--- src/rtl/shift_pipe.sv ---
// rtl/shift_pipe.sv - pipelined barrel shifter (LSL/LSR/ASR/ROR) with carry-out and valid/ready
//
// One shift-amount bit is resolved per register stage (stage k shifts by 2^k),
// giving SHW = $clog2(WIDTH) stages and a latency of SHW cycles per op.
// Ports:
//   clk, rst_n           clock, synchronous active-low reset
//   in_valid/in_ready    input handshake; in_ready is the pipeline advance enable
//   in_data, in_amount   operand and shift amount (0..WIDTH-1)
//   in_type              00 LSL, 01 LSR, 10 ASR, 11 ROR
//   in_carry             carry flag, passed through when amount is 0
//   out_valid/out_ready  output handshake
//   out_data, out_carry  shifted result and last bit shifted/rotated out
//   busy                 registered OR of all stage valids
module shift_pipe #(
  parameter int WIDTH = 32,
  localparam int SHW = $clog2(WIDTH)
) (
  input  logic             clk,
  input  logic             rst_n,
  input  logic             in_valid,
  output logic             in_ready,
  input  logic [WIDTH-1:0] in_data,
  input  logic [SHW-1:0]   in_amount,
  input  logic [1:0]       in_type,
  input  logic             in_carry,
  output logic             out_valid,
  input  logic             out_ready,
  output logic [WIDTH-1:0] out_data,
  output logic             out_carry,
  output logic             busy
);

  // All stages move in lockstep; bubbles are kept so timing stays fixed.
  logic           adv;
  logic [SHW-1:0] v_next;

  assign adv      = !out_valid || out_ready;
  assign in_ready = adv;

  for (genvar k = 0; k < SHW; k++) begin : stage
    // Remaining amount bits (k..SHW-1) carried into this stage; bit 0 of ai is amount bit k.
    localparam int R = SHW - k;
    localparam int S = 1 << k;

    logic             vi;
    logic [WIDTH-1:0] di;
    logic             ci;
    logic [R-1:0]     ai;
    logic [1:0]       ti;

    logic [WIDTH-1:0] dn;
    logic             cn;

    logic             v_q;
    logic [WIDTH-1:0] d_q;
    logic             c_q;

    if (k == 0) begin : src
      assign vi = in_valid;
      assign di = in_data;
      assign ci = in_carry;
      assign ai = in_amount;
      assign ti = in_type;
    end else begin : src
      assign vi = stage[k-1].v_q;
      assign di = stage[k-1].d_q;
      assign ci = stage[k-1].c_q;
      assign ai = stage[k-1].hold.amt_q;
      assign ti = stage[k-1].hold.type_q;
    end

    always_comb begin
      dn = di;
      cn = ci;
      if (ai[0]) begin
        case (ti)
          2'b00: begin
            dn = di << S;
            cn = di[WIDTH-S];
          end
          2'b01: begin
            dn = di >> S;
            cn = di[S-1];
          end
          2'b10: begin
            dn = $signed(di) >>> S;
            cn = di[S-1];
          end
          default: begin
            // The bit rotated into the MSB is the carry-out.
            dn = {di[S-1:0], di[WIDTH-1:S]};
            cn = di[S-1];
          end
        endcase
      end
    end

    always_ff @(posedge clk) begin
      if (!rst_n) begin
        v_q <= 1'b0;
        d_q <= '0;
        c_q <= 1'b0;
      end else if (adv) begin
        v_q <= vi;
        d_q <= dn;
        c_q <= cn;
      end
    end

    assign v_next[k] = adv ? vi : v_q;

    // Amount and type are only needed by later stages; the final stage drops them.
    if (k < SHW - 1) begin : hold
      logic [R-2:0] amt_q;
      logic [1:0]   type_q;

      always_ff @(posedge clk) begin
        if (adv) begin
          amt_q  <= ai[R-1:1];
          type_q <= ti;
        end
      end
    end
  end

  assign out_valid = stage[SHW-1].v_q;
  assign out_data  = stage[SHW-1].d_q;
  assign out_carry = stage[SHW-1].c_q;

  // Registered from the next-state valids so it tracks the stage valids exactly.
  always_ff @(posedge clk) begin
    if (!rst_n) begin
      busy <= 1'b0;
    end else begin
      busy <= |v_next;
    end
  end

endmodule

--- config.mk ---
export PLATFORM = sky130hd
export DESIGN_NAME = shift_pipe
export DESIGN_NICKNAME = d
export VERILOG_FILES = /design/src/rtl/shift_pipe.sv
export SDC_FILE = /design/constraint.sdc
export NUM_CORES = 1
export LEC_CHECK = 0
export BUFFER_PORTS_ARGS = -buffer_cell sky130_fd_sc_hd__buf_2
export CAP_MARGIN = 15
export CORE_MARGIN = 3
export CORE_UTILIZATION = 45
export CTS_BUF_LIST = sky130_fd_sc_hd__clkbuf_8
export DETAILED_ROUTE_END_ITERATION = 8
export HOLD_SLACK_MARGIN = 0.15
export SYNTH_ARGS = -nofsm -noshare
export SYNTH_HDL_FRONTEND = slang
export SYNTH_SLANG_ARGS = --single-unit
--- constraint.sdc ---
create_clock -name clk -period 1.8 [get_ports clk]
set_input_delay 0.18 -clock clk [delete_from_list [all_inputs] [get_ports clk]]
set_output_delay 0.18 -clock clk [all_outputs]
set_load 0.03 [all_outputs]
Yosys cells after proc, flatten, opt, wreduce, memory -nomap -nowiden
Cells that the tools add are included.

cells by class
  equal/unequal tests = 10
  multiplexer cells = 25
  reduce and logical (&&, ||, !) cells = 8

operator list
  kind                number
  $pmux 32 s3         5
  $mux 32             5
  $mux 1              15
  $eq 2x1->1 const B  5
  $eq 2x2->1 const B  5
  $logic_not 2->1     5
  $reduce_or 5->1     1
  $logic_not 1->1     1
  $logic_or 1x1->1    1

word-level totals
  register bits = 189
  output and inout port bits = 36

Logic depth before layout (Yosys ltp)
Gate-level depths: netlist of run 1.

  word-level depth = 4
  gate-level depth with buffers = 6
  gate-level depth less buffers = 4

Worst setup path before layout of run 1
OpenSTA, ideal clock, no wires.

  kind = reg2reg
  from = register stage[4].v_q (netlist: out_valid)
  to = register stage[0].hold.amt_q[0] (enable)
  data arrival time = 1.427 ns
  setup slack = -0.004 ns
  cell stages (with the launch flop) = 6
  buffers on the path = 3
  cells stage by stage = dfxtp_1 -> nor2b_2 -> inv_2 -> buf_6 -> buf_2 -> buf_2

between the ends
  cells in the longest elaborated chain, start to end = 2

RTL lines
  element                 line  source
  from (decl)             54    logic v_q;
  from (signal assigned)  104   v_q <= vi;
  $logic_not 1->1         37    assign adv = !out_valid || out_ready;
  $logic_or 1x1->1        37
  net in_ready            21    output logic in_ready,
  to (signal assigned)    119   amt_q <= ai[R-1:1];
  to (decl)               114   logic [R-2:0] amt_q;

The timed path passes the listed nets, and every way through them passes these cells.
A chain may end at the register's enable or synchronous reset.

Worst setup path in the final report of run 1
  from = input rst_n
  to = register stage[0].d_q[3]

RTL lines
  element               line  source
  from (decl)           19    input logic rst_n,
  to (signal assigned)  105   d_q <= dn;
  to (decl)             55    logic [WIDTH-1:0] d_q;

No word-level cell between the ends.

==> results of run 1 <==
synth_stat cells, types with 3 or more instances:
master and number:
a211oi_1 42, a21oi_1 5, a221oi_1 24, a221oi_2 10, a22oi_1 7, a31oi_1 5, and3_1 10, buf_1 5
buf_2 52, buf_4 15, buf_6 7, clkbuf_1 67, dfxtp_1 171, edfxtp_1 18, inv_1 70, mux2_2 10
mux2i_1 8, nand2_1 117, nand3_1 22, nor2_1 20, nor2b_1 4, nor3_1 16, nor3b_1 3, o211a_1 8
o211ai_1 49, o21a_1 36, o21ai_0 158, o21ai_1 13, o221ai_1 15, o311a_1 68, o32ai_1 75, o32ai_2 12
or2_2 7
worst min-delay path, stage by stage:
cell and delay [ns]:
buf_2 0.21, nand4_1 0.13, a41oi_1 0.10
power by group through the flow:
stage | registers [µW] | logic [µW] | clock network, µW
floorplan | 4870 | 1110 | 0
global placement | 4940 | 1600 | 0
detailed placement | 4940 | 1610 | 0
CTS | 4840 | 1720 | 2870
global route | 4880 | 1900 | 3060
finish | 4850 | 1730 | 2810
registers in the layout (all words and copies together), names as in the netlist:
name	flops
busy	1
stage.hold.type_q	8
out_valid	1
stage.d_q	128
stage.v_q	4
stage.hold.amt_q	10
out_carry	1
out_data	32
stage.c_q	4
final cells by class:
| type | count | area [µm²] | area share |
|---|---|---|---|
| inverters | 74 | 288 | 0.0242 |
| well taps | 280 | 350 | 0.0295 |
| flip-flops and latches | 189 | 3960 | 0.333 |
| multi-input cells | 757 | 5210 | 0.438 |
| repair buffers | 186 | 1690 | 0.142 |
| clock buffers | 17 | 234 | 0.0197 |
| clock inverters | 15 | 148 | 0.0124 |
| repair inverters | 1 | 6.26 | 0.000526 |
how the worst max path moves through the flow:
stage	start	endpoint	slack [ns]	cells after the start
detailed placement	out_valid	out_data[19]	0.25	5
floorplan	out_valid	stage[0].hold.amt_q[0]	0.20	5
CTS	out_valid	in_ready	0.04	4
global placement	stage[0].hold.amt_q[0]	stage[1].d_q[29]	0.28	3
finish	rst_n	stage[0].d_q[3]	0.004	6
global route	out_valid	stage[0].d_q[3]	-0.07	6
through the flow:
| stage | power, µW | setup TNS (ns) | util | setup slack (ns) |
|---|---|---|---|---|
| detailed placement | 6550 | 0 | 0.495 | 0.248 |
| floorplan | 5980 | 0 | - | 0.200 |
| finish | 9390 | 0 | 0.540 | 0.00426 |
| CTS | 9420 | 0 | 0.538 | 0.0414 |
| global placement | 6530 | 0 | 0.495 | 0.283 |
| global route | 9830 | -0.198 | 0.540 | -0.0723 |
what timing repair did:
| action | in CTS | in global routing |
|---|---|---|
| gates cloned | 1 | 1 |
| setup buffers | 1 | 0 |
| resized for setup | 0 | 3 |
| endpoints found under the hold margin | 42 | 0 |
| hold buffers | 55 | 0 |
| setup endpoints to repair | 1 | 13 |
cell families (layout without fill, tap and decap cells):
family,after synthesis,count (layout),synth area share
multiplexers,18,18,0.0190
AO/OA/AOI/OAI,531,531,0.401
XOR/XNOR,1,1,0.00160
flip-flops,189,189,0.390
AND/OR/NAND/NOR,207,207,0.0905
buffers and inverters,220,293,0.0984
per-layer routing:
metal	part of all wire	track usage	vias up	routed length (µm)
met2	0.47	0.386	282	14300
met5	0	0	-	0
li1	-	-	4607	-
met3	0.043	0.0418	36	1310
met1	0.46	0.341	4614	14000
met4	0.029	0.0817	0	869
==> results.md, run 1 <==
* Layout area overhead at 17.0%
* Static Leak at 0.00447 µW
* Hold WS at 0.192 ns
* Worst R2R Start: out_valid
* HP Start: in_amount[0]
* CP max-delay cell: dlygate4sd3_1
* Vias after detailed routing at ~9500
* WHS Endpoint: stage[0].d_q[31]
* Initial core utilization at 0.461
* Rows at 54
* Largest net degree at the start of global routing at between 60 and 70
* Post-synth top flop: dfxtp_1
* Skew final at approximately 0.019 ns
* Mean routed wirelength per cell at between 20 and 25 µm
* Yosys Warn Count at 0
* PortBufs at a little under 80
* Syn avg cell area at between 8 and 9 µm²
* Comb pwr share at 0.184
* Syn_nets at 1210
* R2r worst-path depth at 5
* Post-synth top area share at 0.337
* Number of inserted diodes at 0
* RePlAce Congestion at between 0.8 and 0.9
* Routed Antenna Nets at 0
* Most frequent cells in the layout: dfxtp_1, o21ai_0, nand2_1
* TritonCTS sink count at ~190
* Initial antenna violation count at 0
* Post-placement cell area at between 10000 and 15000 µm²
* Register area share after synthesis at 0.390
* Slowest stage delay, CP at roughly 0.6 ns
* Htree depth at 4
* Post-Syn Instances at roughly 1200
* Die ar. at 24400 µm²
* Residual DRC at 0
* Worst-Margin Slew at 0.577 ns
* Max_slew headroom at 0.616
* Final wirelength at slightly above 30 mm
* Max-slew violation count at 0
* Post-route clock period utilization at 0.998
* Clk network pwr share at 0.299
* Clock Latency Late Sink at 0.48 ns
* CTS tree: built
* Critical path's top delay family: buffers and inverters
* Yosys cell types at 46
* First-pass GRT wire length at between 40 and 50 mm
* Startpoint types: primary input
* Yosys reg bits at 189
* I/O pins at 80
* Fraction of layout cells with a size suffix above 1 at 0.171
* Synth area leader: dfxtp_1
* CTS buffer count at 17
* Reg2reg setup slack at 0.02 ns
* Filler-free cell count of the finished design at roughly 1500
* Sw frac at 0.325
* Critical path arrival at approximately 2.2 ns
* Top post-synthesis cells by area: dfxtp_1, o21ai_0, o311a_1
* Final #Nets at between 1000 and 1500
* Min-Delay Path Class: in2reg
* Post-Syn Area at just over 10000 µm²
* TritonRoute pass-1 iters at 7
* Endpoints failing setup at 0
* Number of global-route vias before repair at 8597
* Initial drt markers at around 660
* Core area at about 22000 µm²
* Sequential power share at 0.517
* RSZ-0062 raised after global routing: yes
* Max cap viols at 0
* Dpl hpwl at around 20 mm
* Gr usage total at 0.245
* Die height at 156 µm
* Final Hold Fails at 0
* # fillers at roughly 2100
* Gr ovfl total at 0
* CP Class: in2reg
* Asr flop ratio synth at 0
* Worst vdd ir at between 0.4 and 0.5 mV
* Pwr dens at 789 nW/µm²
* Post-synth EDFFs at 18
* Most common cell after layout, fill and taps aside: dfxtp_1
* Placed cells at 1429
* Min Tclk post-route at 1.80 ns
* Die width at between 150 and 200 µm
* Status: complete, no violations
* Clock-pin slew on the worst setup and hold paths at approximately 0.1 ns
* Worst path required time at 2.22 ns
* Hold depth at 3
* Most used cell, CP: dlygate4sd3_1
* Crit-path max FO at 40
* Vias per cell at between 6 and 7
* Post-route cell area at approximately 12000 µm²
* CP endpoint kind: flop
* Worst path bufs/invs at 5
* Switching power of the nets at approximately 3000 µW
* Clock Tree Buf Depth at 2
* R2R Path End: stage[0].d_q[3]
* CP Cell Sequence: dlygate4sd3_1, buf_4, inv_4, buf_12, o32ai_1, dlygate4sd3_1
* CTS Root Cell: clkbuf_8
* Max Freq at 557 MHz
* Power Internal at around 6300 µW
(Power assumes the default switching activity.)
==> run 2: changes to the inputs <==
Settings changed: REMOVE_ABC_BUFFERS from default to 1.
==> run 2 against run 1 <==
Effect of this change: cell count decreased by 0.99%; global-route usage shrank 2.1 points; cell area down 2.1%; die area is the same; clock skew is 0.0033 ns lower; power down 1.8%; largest cell class unchanged; highest routed layer unchanged.
==> results.md, run 2 (synthesis gave the netlist of run 1 again) <==
* Status: complete, no violations
* Rows at 54 (unchanged)
* Number of inserted diodes at 0 (unchanged)
* Min Tclk post-route at 1.69 ns (-0.102 ns)
* Setup TNS at 0 ns (unchanged)
* Worst path required time at 2.19 ns (-0.03 ns)
* CTS tree: built
* Htree depth at 4 (unchanged)
* Min-Delay Path Class: in2reg
* Number of global-route vias before repair at 8371 (-2.6%)
* Gr usage total at 0.223 (-0.0214)
* Clock-pin slew on the worst setup and hold paths at 0.11 ns (about the same)
* Layout area overhead at 14.6%
* Critical path arrival at 2.08 ns (-0.13 ns)
* Die width at 156 µm (unchanged)
* TritonRoute pass-1 iters at 4 (-3)
* Final #Nets at 1255 (-1.2%)
* Max cap viols at 0 (unchanged)
* Vias per cell at 6.15 (-2.1%)
* CTS buffer count at 17 (unchanged)
* CTS Root Cell: clkbuf_8
* Most frequent cells in the layout: dfxtp_1, o21ai_0, nand2_1
* Hold depth at 3 (unchanged)
* Core area at 22000 µm² (unchanged)
* RSZ-0062 raised after global routing: yes
* Dpl hpwl at 17.9 mm (-11%)
* Largest net degree at the start of global routing at 63 (-7.4%)
* Final wirelength at 27.8 mm (-8.6%)
* Die height at 156 µm (unchanged)
* Most common cell after layout, fill and taps aside: dfxtp_1
* I/O pins at 80 (unchanged)
* # fillers at 2072 (-1.4%)
* Placed cells at 1423 (-0.42%)
* Crit-path max FO at 32 (-20%)
* Worst-Margin Slew at 0.660 ns (+0.0830 ns)
* Vias after detailed routing at 9244 (-3.1%)
* R2r worst-path depth at 6 (+1)
* CP Class: reg2reg
* PortBufs at 79 (unchanged)
* Max-slew violation count at 0 (unchanged)
* Post-route clock period utilization at 0.941 (-0.0569)
* Gr ovfl total at 0 (unchanged)
* Final Hold Fails at 0 (unchanged)
* Max_slew headroom at 0.560 (-0.0553)
* Static Leak at 0.00434 µW (-2.8%)
* Filler-free cell count of the finished design at 1504 (-0.99%)
* Pwr dens at 791 nW/µm² (+0.28%)
* RePlAce Congestion at 0.808 (-1.7%)
* Fraction of layout cells with a size suffix above 1 at 0.173 (+0.00210)
* Max reg flops at 128 (unchanged)
* Initial core utilization at 0.461 (unchanged)
* Die ar. at 24400 µm² (unchanged)
* Initial drt markers at 813 (+24%)
* CP endpoint kind: flop
* Clock Tree Buf Depth at 2 (unchanged)
* Max Freq at 591 MHz (+6.1%)
* Residual DRC at 0 (unchanged)
* Endpoints failing setup at 0 (unchanged)
* Worst vdd ir at 0.523 mV (+22%)
* Skew final at 0.0161 ns (-0.00331 ns)
* Startpoint types: flop
* First-pass GRT wire length at 45.4 mm (-6.0%)
* TritonCTS sink count at 189 (unchanged)
* Mean routed wirelength per cell at 18.5 µm (-7.7%)
* Initial antenna violation count at 0 (unchanged)
* Top reg by flops: stage.d_q
* Routed Antenna Nets at 0 (unchanged)
* Clock Latency Late Sink at 0.47 ns (about the same)
[run 2: power by group]
| part | switching (µW) | internal [µW] |
|---|---|---|
| Clock | 1700 | 1050 |
| Sequential | 274 | 4530 |
| Combinational | 940 | 728 |
[run 2: final cells by class]
class                      count  area (µm²)  area share
sequential                   189        3960       0.340
clock buffer                  18         248      0.0213
tap                          280         350      0.0301
multi-input combinational    757        5210       0.447
inverter                      74         293      0.0251
clock inverter                14         123      0.0105
timing repair buffer         171        1450       0.125
timing repair inverter         1        8.76    0.000752
[run 2: worst paths after layout]
kind | slack [ns] | endpoint | start
min | 0.23 | stage[0].d_q[31] | in_amount[0]
max reg2reg | 0.11 | out_data[16] | out_valid
min reg2reg | 0.42 | stage[2].hold.amt_q[1] | stage[1].hold.amt_q[2]
max | 0.11 | out_data[16] | out_valid
[run 2: layer usage]
metal,vias up,global-route usage,share of wire
met5,-,0,0
met3,21,0.0362,0.035
li1,4580,-,-
met4,0,0.0446,0.011
met2,184,0.356,0.46
met1,4459,0.322,0.49
[run 2: timing repair]
item / 4_1_cts / 5_1_grt
cloned: 0 / 1
pin swaps: 0 / 1
gates resized for setup: 1 / 1
endpoints found under the hold margin: 40 / 0
endpoints found under the setup margin: 1 / 18
buffers inserted: 1 / 6
hold buffers: 42 / 0
[run 2: critical path: stages, from the launching register on]
cell	delay, ns
dfxtp_1	0.34
nor2b_4	0.26
buf_4	0.15
buf_4	0.14
buf_4	0.35
nand2_1	0.09
a221oi_1	0.25
[run 2: stage by stage]
| step | util | area [µm²] | setup WS (ns) | power (µW) | hold slack, ns |
|---|---|---|---|---|---|
| 3_3_place_gp | 0.490 | 10800 | 0.117 | 6460 | 0.356 |
| 3_5_place_dp | 0.490 | 10800 | 0.0417 | 6470 | 0.359 |
| 5_1_grt | 0.529 | 11600 | -0.0192 | 9660 | 0.250 |
| 4_1_cts | 0.526 | 11600 | 0.00484 | 9250 | 0.193 |
| 6_report | 0.529 | 11600 | 0.107 | 9220 | 0.232 |
| 2_1_floorplan | - | 9440 | -3.02 | 5810 | 0.279 |
